`src/rtl/tile_map_writer.sv`:
```
// tile_map_writer: rectangle/tile writer walking a tile RAM in raster order.
// Optional macro TILE_WRITER_CLIP_EN clips off-screen FILL rectangles instead of rejecting them.
module tile_map_writer #(
  parameter int COLS      = 80,
  parameter int ROWS      = 60,
  parameter int NUM_TILES = 41
) (
  input  logic        clk,
  input  logic        reset,
  input  logic        cmd_valid,
  output logic        cmd_ready,
  input  logic [1:0]  cmd_op,
  input  logic [6:0]  cmd_x,
  input  logic [5:0]  cmd_y,
  input  logic [6:0]  cmd_w,
  input  logic [5:0]  cmd_h,
  input  logic [5:0]  cmd_tile,
  output logic [12:0] ram_addr,
  output logic [5:0]  ram_data,
  output logic        ram_we,
  output logic        busy,
  output logic        err
);
  localparam logic [1:0]  OP_WRITE = 2'b00;
  localparam logic [1:0]  OP_FILL  = 2'b01;
  localparam logic [1:0]  OP_CLEAR = 2'b10;
  localparam logic [7:0]  COLS8    = 8'(COLS);
  localparam logic [7:0]  ROWS8    = 8'(ROWS);
  localparam logic [7:0]  NT8      = 8'(NUM_TILES);
  localparam logic [12:0] COLS13   = 13'(COLS);
  typedef enum logic {IDLE, RUN} state_t;
  state_t state, state_nx;
  logic [7:0] x0, y0, w0, h0, xe, ye, xl, yl;
  logic [5:0] t0;
  logic       bad, over, empty, acc, start, reject, last_col, last_row;
  logic [7:0] col, row, xs, xl_r, yl_r;
  logic [12:0] base;
  always_comb begin
    x0    = cmd_op == OP_CLEAR ? 8'd0 : {1'b0, cmd_x};
    y0    = cmd_op == OP_CLEAR ? 8'd0 : {2'b0, cmd_y};
    w0    = cmd_op == OP_CLEAR ? COLS8 : cmd_op == OP_WRITE ? 8'd1 : {1'b0, cmd_w};
    h0    = cmd_op == OP_CLEAR ? ROWS8 : cmd_op == OP_WRITE ? 8'd1 : {2'b0, cmd_h};
    t0    = cmd_op == OP_CLEAR ? 6'd0 : cmd_tile;
    xe    = x0 + w0;
    ye    = y0 + h0;
    bad   = cmd_op == 2'b11 ||
            (cmd_op != OP_CLEAR && ({2'b0, cmd_tile} >= NT8 || {1'b0, cmd_x} >= COLS8 || {2'b0, cmd_y} >= ROWS8));
`ifdef TILE_WRITER_CLIP_EN
    over  = 1'b0;
    xl    = (xe > COLS8 ? COLS8 : xe) - 8'd1;
    yl    = (ye > ROWS8 ? ROWS8 : ye) - 8'd1;
`else
    over  = cmd_op == OP_FILL && (xe > COLS8 || ye > ROWS8);
    xl    = xe - 8'd1;
    yl    = ye - 8'd1;
`endif
    empty    = w0 == 8'd0 || h0 == 8'd0;
    cmd_ready = state == IDLE && !reset;
    acc      = cmd_valid && cmd_ready;
    reject   = acc && (bad || over);
    start    = acc && !bad && !over && !empty;
    last_col = col == xl_r;
    last_row = row == yl_r;
    busy     = state == RUN;
    ram_we   = state == RUN;
    state_nx = state == IDLE ? (start ? RUN : IDLE) : (last_col && last_row ? IDLE : RUN);
  end
  always_ff @(posedge clk or posedge reset)
    if (reset) state <= IDLE;
    else       state <= state_nx;
  // Row base advances by COLS per row so the walk itself needs no multiplier.
  always_ff @(posedge clk or posedge reset)
    if (reset) begin
      col      <= '0;
      row      <= '0;
      xs       <= '0;
      xl_r     <= '0;
      yl_r     <= '0;
      base     <= '0;
      ram_addr <= '0;
      ram_data <= '0;
      err      <= 1'b0;
    end else begin
      err <= reject;
      if (start) begin
        col      <= x0;
        row      <= y0;
        xs       <= x0;
        xl_r     <= xl;
        yl_r     <= yl;
        base     <= 13'(y0) * COLS13;
        ram_addr <= 13'(y0) * COLS13 + 13'(x0);
        ram_data <= t0;
      end else if (state == RUN && !(last_col && last_row)) begin
        if (last_col) begin
          col      <= xs;
          row      <= row + 8'd1;
          base     <= base + COLS13;
          ram_addr <= base + COLS13 + 13'(xs);
        end else begin
          col      <= col + 8'd1;
          ram_addr <= ram_addr + 13'd1;
        end
      end
    end
endmodule

```
`config.mk`:
```
export PLATFORM = sky130hd
export DESIGN_NAME = tile_map_writer
export DESIGN_NICKNAME = d
export VERILOG_FILES = /design/src/rtl/tile_map_writer.sv
export SDC_FILE = /design/constraint.sdc
export NUM_CORES = 1
export LEC_CHECK = 0
export ABC_AREA = 1
export CORE_AREA = 2 2 107 187
export CTS_CLUSTER_DIAMETER = 120
export DETAILED_ROUTE_END_ITERATION = 16
export DIE_AREA = 0 0 109 189
export SYNTH_ARGS = -nofsm -noshare
export SYNTH_HDL_FRONTEND = slang
export SYNTH_SLANG_ARGS = --single-unit
```
`constraint.sdc`:
```
create_clock -name clk -period 6.4 [get_ports clk]
set_input_delay 1.28 -clock clk [delete_from_list [all_inputs] [get_ports clk]]
set_output_delay 1.28 -clock clk [all_outputs]
set_load 0.01 [all_outputs]
```
== Yosys cells after proc, flatten, opt, wreduce, memory -nomap -nowiden ==
Cells that the tools add are included.

* Register bits: 74
* Word-level logic and storage cells: 82

* Mux-type cells: 22
* Equality and inequality tests: 6
* Bitwise logic cells: 1
* $add $sub $neg: 10
* Multiply operators: 1
* Magnitude comparators: 5
* Reduce and logical (&&, ||, !) cells: 27

{| class="wikitable"
|+ Operator list
! operator !! number
|-
| $mux 13 || 6
|-
| $mux 8 || 6
|-
| $mux 6 || 4
|-
| $mux 7 || 3
|-
| $add 8x1->8 const B || 2
|-
| $eq 8x8->1 || 2
|-
| $logic_not 8->1 || 2
|-
| $add 13x1->13 const B || 1
|-
| $add 13x7->13 || 1
|-
| $add 13x7->13 const B || 1
|-
| $add 13x8->13 || 1
|-
| $ge 6x6->1 const B || 2
|-
| $logic_and 1x1->1 || 10
|-
| $mul 6x3->9 const B || 1
|-
| $add 7x7->8 || 1
|-
| $gt 8x7->1 const B || 1
|-
| $sub 7x1->8 const B || 1
|-
| $sub 8x1->8 const B || 1
|-
| $add 6x6->7 || 1
|-
| $ge 7x7->1 const B || 1
|-
| $gt 7x6->1 const B || 1
|-
| $logic_or 1x1->1 || 6
|-
| $logic_not 1->1 || 5
|-
| $eq 2x2->1 const B || 2
|-
| other kinds (7) || 10
|}

== Longest topological paths before layout ==
Gate-level depths: netlist of the first run.

* Depth in word-level cells: 12
* Gate-level depth with buffers: 25
* Gate-level depth less buffers: 21

== Worst setup path after synthesis of the first run ==
OpenSTA, ideal clock, no wires.

* Path kind: input-to-reg
* Start: input port cmd_op[0]
* End: register col[5]
* Slack: 2.268 ns
* Path buffers: 4
* Arrival: 4.005 ns
* Stages on the path: 22
* Required time: 6.273 ns
* Setup time: 0.127 ns
* Cell sequence: buf_4 inv_4 nand2_4 inv_1 clkbuf_1 nor2_1 ha_1 inv_1 fa_1 ha_1 nor2_1 nand3_1 nor2_1 a21oi_1 nand2_1 nand2_1 nand3_4 buf_6 clkinv_2 buf_6 nand2_1 nand3_1

* Word-level cells in the longest chain between the ends: 11
* Elaborated cells on any way between the ends: 30
* Those cells by class: add/sub (2); order compare (2); eq/ne (4); mux (7); reduce/logical (15)

{| class="wikitable"
|+ RTL lines
! what !! line !! RTL
|-
| start: declaration || 12 || <nowiki>input logic [1:0] cmd_op,</nowiki>
|-
| $logic_not 2->1 || 41, 42 ||
|-
| $mux 7 / $mux 6 (equally long branches) (2 in a row) || 41, 42 ||
|-
| $add 7x7->8 / $add 6x6->7 (equally long branches) || 44, 45 ||
|-
| $gt 8x7->1 / $gt 7x6->1 (equally long branches) || 53 || <nowiki>over = cmd_op == OP_FILL && (xe > COLS8 || ye > ROWS8);</nowiki>
|-
| $logic_or 1x1->1 || 53 ||
|-
| $logic_and 1x1->1 || 53 ||
|-
| $logic_not 1->1 || 61 || <nowiki>start = acc && !bad && !over && !empty;</nowiki>
|-
| $logic_and 1x1->1 (2 in a row) || 61 ||
|-
| $mux 8 / $reduce_bool 2->1 (equally long branches) || - ||
|-
| end signal: assignment || 96 || <nowiki>col <= xs;</nowiki>
|-
| end signal: assignment || 101 || <nowiki>col <= col + 8'd1;</nowiki>
|-
| end: declaration || 36 || <nowiki>logic [7:0] col, row, xs, xl_r, yl_r;</nowiki>
|}

Parallel ways exist; a longest one is shown, timed or not.
A chain may end at the register's enable or synchronous reset.

== Worst setup path in the final report of the first run ==
Ends and elaborated chain as after synthesis.

==> load_flow_metrics.sql, run 1 <==
INSERT INTO impl_metrics (metric_group, metric, value, unit) VALUES
('flow_run', 'drv_cap', '0', ''),
('place', 'post-place-ws', '0.740', 'ns'),
('place', 'dp_hpwl', '12.9', 'mm'),
('critical_path', 'critPathMaxFanout', '33', ''),
('synthesis', 'synth-seq-cells', '69', ''),
('synthesis', 'syn_area_per_cell', '6.73', 'um2'),
('critical_path', 'rrSetupSlack', '3.73', 'ns'),
('clock_network', 'tritoncts', 'yes', ''),
('min_path', 'hold-path-endpoint', 'xs[1]', ''),
('clock_network', 'cts_hold_buf', '0', ''),
('floorplanning', 'die_area', '20600', 'um2'),
('clock_network', 'numClockSinks', '69', ''),
('routing', 'route.met2.wl', '9.10', 'mm'),
('finish', 'area_growth', '18.6', '%'),
('global_route', 'grt_antenna_before_repair', '0', ''),
('clock_network', 'number_of_resized_instances_in_the_post_cts_repair_step', '0', ''),
('routing', 'detailedRoute.firstIterationViolations', '311', ''),
('global_route', 'grt_max_degree', '67', ''),
('critical_path', 'regToRegEndpoint', 'ram_addr[10]', ''),
('routing', 'detailroute.via_count', '5615', ''),
('synthesis', 'synth_seq_area_share', '29.6', '%'),
('min_path', 'min-delay-start', 'xs[1]', ''),
('critical_path', 'r2r-start', 'busy', ''),
('timing', 'hold_viol_final', '0', ''),
('synthesis', 'post_synth_num_cell_types', '42', ''),
('place', 'placement.cell_area', '6600', 'um2'),
('clock_network', 'cts.path.max_buffers', '2', ''),
('clock_network', 'clk_transition_reported_paths', '0.07', 'ns'),
('critical_path', 'end_kind', 'flip-flop', ''),
('routing', 'drtAntennaViolNets', '0', ''),
('run_status', 'status', 'finished clean', ''),
('clock_network', 'clk_latency', '0.35', 'ns'),
('floorplanning', 'io_pins', '60', ''),
('finish', 'filler_cell_count', '2027', ''),
('timing', 'worst_slew_pin_slew', '0.911', 'ns'),
('synthesis', 'synth_edf_count', '0', ''),
('synthesis', 'asyncSetResetFlopFracSynth', '100', '%'),
('routing', 'drt-total-wl', '16.8', 'mm'),
('floorplanning', 'starting_density_of_the_core', '30.7', '%'),
('floorplanning', 'coreArea', '19000', 'um2'),
('floorplanning', 'die_height', '189', 'um'),
('floorplanning', 'fp.dieW', '109', 'um'),
('power_and_ir_drop', 'p_per_area', '291', 'nW/um2'),
('min_path', 'hold_path.class', 'reg -> reg', ''),
('clock_network', 'cts_root_buf', 'clkbuf_16', ''),
('critical_path', 'cp_data_required_time', '6.64', 'ns'),
('power_and_ir_drop', 'leakage', '3.67', 'nW'),
('finish', 'final_net_count', '988', ''),
('synthesis', 'number_of_warnings_reported_in_the_yosys_synthesis_log', '0', ''),
('timing', 'setup_ws', '1.10', 'ns'),
('global_route', 'vias_in_the_first_global_route', '5590', ''),
('timing', 'timing.final.crit_period', '5.30', 'ns'),
('min_path', 'hold_depth', '2', ''),
('clock_network', 'cts_post_setup_buffers_inserted', '0', ''),
('routing', 'viasPerCell', '4.84', ''),
('synthesis', 'synth_top_flop_cell', 'dfrtp_1', ''),
('power_and_ir_drop', 'peakVddDrop', '0.140', 'mV'),
('timing', 'final_min_period_over_clock_period', '82.8', '%'),
('timing', 'fmaxAchievable', '189', 'MHz'),
('timing', 'rsz_0062_raised_after_global_routing', 'false', ''),
('place', 'numPlacedInstances', '1143', ''),
('finish', 'diodes', '0', ''),
('finish', 'layout.cells.non_filler', '1159', ''),
('critical_path', 'timing_worst_setup_path_type', 'in -> reg', ''),
('critical_path', 'critical_path_arrival', '5.54', 'ns'),
('place', 'globalplace.congestion', '0.815', ''),
('critical_path', 'worstSetupStartpointType', 'input pin', ''),
('routing', 'wl_per_cell', '14.5', 'um'),
('global_route', 'grt_overflow', '0', ''),
('global_route', 'gr-usage-all-layers', '17.0', '%'),
('timing', 'fin_worst_hold_slack', '0.470', 'ns');
## cell type report
| class | count | area (um2) | area share (%) |
|---|---|---|---|
| sequential | 69 | 1730 | 24.9 |
| multi-input combinational | 665 | 3540 | 51.0 |
| clock inverter | 6 | 93.8 | 1.35 |
| clock buffer | 10 | 239 | 3.45 |
| tap | 241 | 302 | 4.35 |
| inverter | 101 | 383 | 5.52 |
| timing repair buffer | 67 | 651 | 9.39 |
## layout by cell type, fill, tap and decap left out, types with 7 or more instances in the layout
master / synthesis / layout
clkdlybuf4s50_1: 0 / 59
buf_4: 4 / 8
clkbuf_16: 0 / 9
nor2_1: 60 / 60
dfrtp_1: 69 / 69
inv_1: 97 / 96
nand2_1: 314 / 314
nand3_1: 52 / 52
o21ai_0: 24 / 24
o21ai_1: 16 / 16
ha_1: 34 / 34
xor2_1: 29 / 29
o211ai_1: 20 / 20
xnor2_1: 17 / 17
nor3_1: 7 / 7
nand4_1: 36 / 36
a21oi_1: 20 / 20
## worst max path at each step
stage	start	to	slack, ns
3_5_place_dp	cmd_op[0]	ram_addr[10]	0.74
4_1_cts	cmd_op[0]	ram_addr[10]	1.09
6_report	cmd_op[0]	col[5]	1.10
3_3_place_gp	cmd_op[0]	col[5]	0.86
5_1_grt	cmd_op[0]	ram_addr[10]	0.73
2_1_floorplan	cmd_op[0]	col[5]	2.27
## where the power goes
| group | internal [W] | switching (W) | leakage (nW) |
|---|---|---|---|
| clock | 0.000354 | 0.000209 | 0.159 |
| sequential | 0.000522 | 0.000110 | 0.880 |
| combinational | 0.000367 | 0.000458 | 2.63 |
| total | 0.00124 | 0.000777 | 3.67 |
## stage by stage
step	total power [W]	util, %
finish	0.00202	36.4
global placement	0.00146	34.7
global route	0.00219	36.4
CTS	0.00204	36.4
detailed placement	0.00147	34.7
floorplan	0.00120	-
## cells in the mapped netlist (5+ instances only)
| master | n | area, um2 |
|---|---|---|
| nand2_1 | 314 | 1180 |
| inv_1 | 97 | 364 |
| dfrtp_1 | 69 | 1730 |
| nor2_1 | 60 | 225 |
| nand3_1 | 52 | 260 |
| nand4_1 | 36 | 225 |
| ha_1 | 34 | 425 |
| xor2_1 | 29 | 254 |
| o21ai_0 | 24 | 120 |
| a21oi_1 | 20 | 100 |
| o211ai_1 | 20 | 150 |
| buf_2 | 17 | 85.1 |
| xnor2_1 | 17 | 149 |
| o21ai_1 | 16 | 80.1 |
| nor3_1 | 7 | 35.0 |
| clkbuf_1 | 6 | 22.5 |
| buf_6 | 5 | 56.3 |
| or2_2 | 5 | 31.3 |
## registers in the layout, indices dropped and copies added, names as in the netlist, 6 cells and up
signal and flops:
base 9, col 8, ram_addr 13, ram_data 6, row 8, xl_r 8
xs 7, yl_r 8
## layer usage
layer	vias to the layer above	global-route usage, %
met5	-	0
met1	2581	18.0
met3	30	1.69
met4	0	8.19
li1	2895	-
met2	109	32.3
## kinds of logic (layout without fill, tap and decap cells)
family / count (synthesis) / in the layout / share of synthesized area (%)
compound gates: 94 / 94 / 9.64
fa+ha+maj: 38 / 38 / 8.65
flops: 69 / 69 / 29.6
simple gates: 487 / 487 / 35.3
buf+inv: 134 / 184 / 9.94
xor+xnor: 46 / 46 / 6.89
## worst max-delay path, stage by stage
cell             delay (ns)
clkdlybuf4s50_1        0.66
inv_4                  0.09
nand2_4                0.18
inv_1                  0.25
nor2_1                 0.36
ha_1                   0.26
inv_1                  0.06
fa_1                   0.46
ha_1                   0.21
nor2_1                 0.15
nand3_1                0.09
nor2_1                 0.11
a21oi_1                0.08
nand2_1                0.06
nand2_1                0.09
nand3_4                0.29
buf_4                  0.29
clkinv_2               0.29
nand2_1                0.18
nand3_1                0.08
No activity file was read; power rests on OpenSTA's default activity.
==> run 2, diff against run 1 <==
clock period = 4.64 ns   (was 6.4 ns; I/O delays follow)
==> run 2 against run 1 <==
Net effect: design area about the same; global-route usage increased by 0.22 points; non-clock buffer count is 5 higher; register-to-register slack worse by 1.7 ns; count of clock-buffer cells in the layout up 2; die area unchanged; via count shrank 0.16%; clock skew down 0.0010 ns; power rose by 33%; sequential share of layout area about the same; combinational power increased by 37%; clock power up 21%; critical endpoint is now base[4].
==> load_flow_metrics.sql, run 2 (synthesis gave the netlist of run 1 again) <==
INSERT INTO impl_metrics (metric_group, metric, value, unit) VALUES
('critical_path', 'critical_path_arrival', '4.32', 'ns'),
('finish', 'final_layout_size_suffix_gt1_share', '4.66', '%'),
('clock_network', 'tritoncts', 'yes', ''),
('critical_path', 'cp_data_required_time', '4.92', 'ns'),
('place', 'numPlacedInstances', '1148', ''),
('critical_path', 'end_kind', 'flip-flop', ''),
('floorplanning', 'die_height', '189', 'um'),
('power_and_ir_drop', 'peakVddDrop', '0.207', 'mV'),
('min_path', 'hold_path.class', 'reg -> reg', ''),
('finish', 'max_flop_register', 'ram_addr', ''),
('timing', 'hold_viol_final', '0', ''),
('flow_run', 'drv_cap', '0', ''),
('timing', 'worst_slew_pin_slew', '0.950', 'ns'),
('global_route', 'grt_max_degree', '70', ''),
('routing', 'detail_route.drc_violations', '0', ''),
('critical_path', 'worst_path_most_repeated_cell', 'nand2_1', ''),
('global_route', 'gr-usage-all-layers', '17.2', '%'),
('timing', 'setup-tns-final', '0', 'ns'),
('critical_path', 'series_of_cell_instances_along_the_critical_path', 'clkdlybuf4s50_1 -> inv_4 -> nand2_4 -> inv_1 -> buf_4 -> nor2_1 -> ha_1 -> nand2_1 -> nand2_1 -> nand2_1 -> nand3_1 -> nand2_1 -> nand2_1 -> a21oi_1 -> nand2_1 -> nand2_1 -> nand3_4 -> buf_12 -> o21ai_2 -> nand2_1 -> nand2_1', ''),
('routing', 'detailroute.via_count', '5606', ''),
('timing', 'max_slew_margin', '36.7', '%'),
('routing', 'viasPerCell', '4.82', ''),
('routing', 'route.met2.wl', '9.12', 'mm'),
('finish', 'area_growth', '18.7', '%'),
('finish', 'filler_cell_count', '1995', ''),
('finish', 'layout.cells.non_filler', '1164', ''),
('run_status', 'status', 'finished clean', ''),
('finish', 'most-common-layout-cells', 'nand2_1 (314), inv_1 (96), dfrtp_1 (69), nor2_1 (60), clkdlybuf4s50_1 (59)', ''),
('timing', 'timing.final.crit_period', '4.04', 'ns'),
('clock_network', 'cts_root_buf', 'clkbuf_16', ''),
('timing', 'clock-skew-final', '0.0110', 'ns'),
('routing', 'detailroute.wirelength.met3', '629', 'um'),
('global_route', 'grt_first_pass_wirelength', '27.5', 'mm'),
('finish', 'layout.cells.most_common', 'nand2_1', ''),
('global_route', 'grt_overflow', '0', ''),
('critical_path', 'critPathMaxFanout', '42', ''),
('finish', 'final_net_count', '993', ''),
('place', 'numPortBuffers', '59', ''),
('clock_network', 'ctsHtreeMaxLevel', '3', ''),
('timing', 'final-setup-viol-count', '0', ''),
('floorplanning', 'coreArea', '19000', 'um2'),
('clock_network', 'numCtsBuffers', '9', ''),
('routing', 'drt-total-wl', '16.8', 'mm'),
('floorplanning', 'starting_density_of_the_core', '30.7', '%'),
('routing', 'wl_per_cell', '14.5', 'um'),
('floorplanning', 'die_area', '20600', 'um2'),
('timing', 'rsz_0062_raised_after_global_routing', 'false', ''),
('clock_network', 'cts_hold_buf', '0', ''),
('clock_network', 'clk_transition_reported_paths', '0.06', 'ns'),
('critical_path', 'cp_slowest_stage_delay', '0.52', 'ns'),
('critical_path', 'worstSetupStartpointType', 'input pin', ''),
('routing', 'metal_1_wl', '6.32', 'mm'),
('timing', 'final_min_period_over_clock_period', '87.1', '%'),
('timing', 'fmaxAchievable', '248', 'MHz'),
('clock_network', 'number_of_resized_instances_in_the_post_cts_repair_step', '0', ''),
('clock_network', 'cts.path.max_buffers', '2', ''),
('finish', 'diodes', '0', ''),
('finish', 'layout_top_registers', 'ram_addr: 13 flops, base: 9 flops', ''),
('critical_path', 'cp_slowest_cell', 'clkdlybuf4s50_1', ''),
('global_route', 'grt_antenna_before_repair', '0', ''),
('routing', 'detailedRoute.firstIterationViolations', '234', ''),
('routing', 'drtAntennaViolNets', '0', ''),
('power_and_ir_drop', 'p_per_area', '387', 'nW/um2'),
('place', 'globalplace.congestion', '0.934', ''),
('floorplanning', 'placement_rows', '67', ''),
('clock_network', 'numClockSinks', '69', ''),
('timing', 'timing.final.max_slew_violations', '0', ''),
('routing', 'highest-signal-layer', 'met4', ''),
('clock_network', 'cts_post_setup_buffers_inserted', '0', ''),
('floorplanning', 'io_pins', '60', ''),
('clock_network', 'clk_latency', '0.35', 'ns'),
('place', 'dp_hpwl', '12.9', 'mm'),
('routing', 'detail_route.first_pass.iterations', '4', ''),
('critical_path', 'timing_worst_setup_path_type', 'in -> reg', ''),
('power_and_ir_drop', 'leakage', '3.68', 'nW'),
('finish', 'largest_register_ffs', '13', ''),
('floorplanning', 'fp.dieW', '109', 'um'),
('global_route', 'vias_in_the_first_global_route', '5632', '');
run 2: layout make-up:
| cell class | instances | area, um2 | share of cell area (%) |
|---|---|---|---|
| clock buffer | 12 | 236 | 3.41 |
| timing repair buffer | 72 | 701 | 10.1 |
| inverter | 101 | 383 | 5.52 |
| sequential | 69 | 1730 | 24.9 |
| clock inverter | 4 | 48.8 | 0.704 |
| multi-input combinational | 665 | 3540 | 51.0 |
| tap | 241 | 302 | 4.35 |
run 2: report_power, final:
part / switching (W) / internal, W
sequential: 0.000150 / 0.000720
combinational: 0.000625 / 0.000510
clock: 0.000266 / 0.000416
total: 0.00104 / 0.00164
run 2: final timing paths:
path / start / to / slack (ns) / cells past startpoint
max in group asynchronous: reset / col[1] / 2.78 / 3
worst max register to register: col[3] / base[4] / 2.05 / 12
min in group asynchronous: reset / yl_r[2] / 1.26 / 3
worst min register to register: xs[2] / xs[2] / 0.47 / 2
worst min-delay path: xs[2] / xs[2] / 0.47 / 2
worst max-delay path: cmd_op[0] / base[4] / 0.60 / 21
run 2: per-stage QoR:
stage	utilization [%]	hold WS (ns)	worst slack, ns	total power [W]	instance area [um2]
CTS	36.4	0.474	0.588	0.00272	6930
finish	36.4	0.468	0.600	0.00269	6930
detailed placement	34.9	0.459	0.229	0.00202	6650
global placement	34.9	0.454	0.274	0.00201	6650
floorplan	-	0.442	0.860	0.00166	5840
global route	36.4	0.489	0.206	0.00294	6930
run 2: worst max-delay path: cells and delay by family:
family	cells	cell delay [ns]
compound gates	2	0.43
fa+ha+maj	1	0.38
buf+inv	5	1.17
simple gates	13	1.39
run 2: per-layer routing:
layer,global-route usage [%],vias to the layer above
li1,-,2906
met1,17.7,2537
met2,32.2,129
met3,2.07,34
met4,10.0,0
met5,0,-
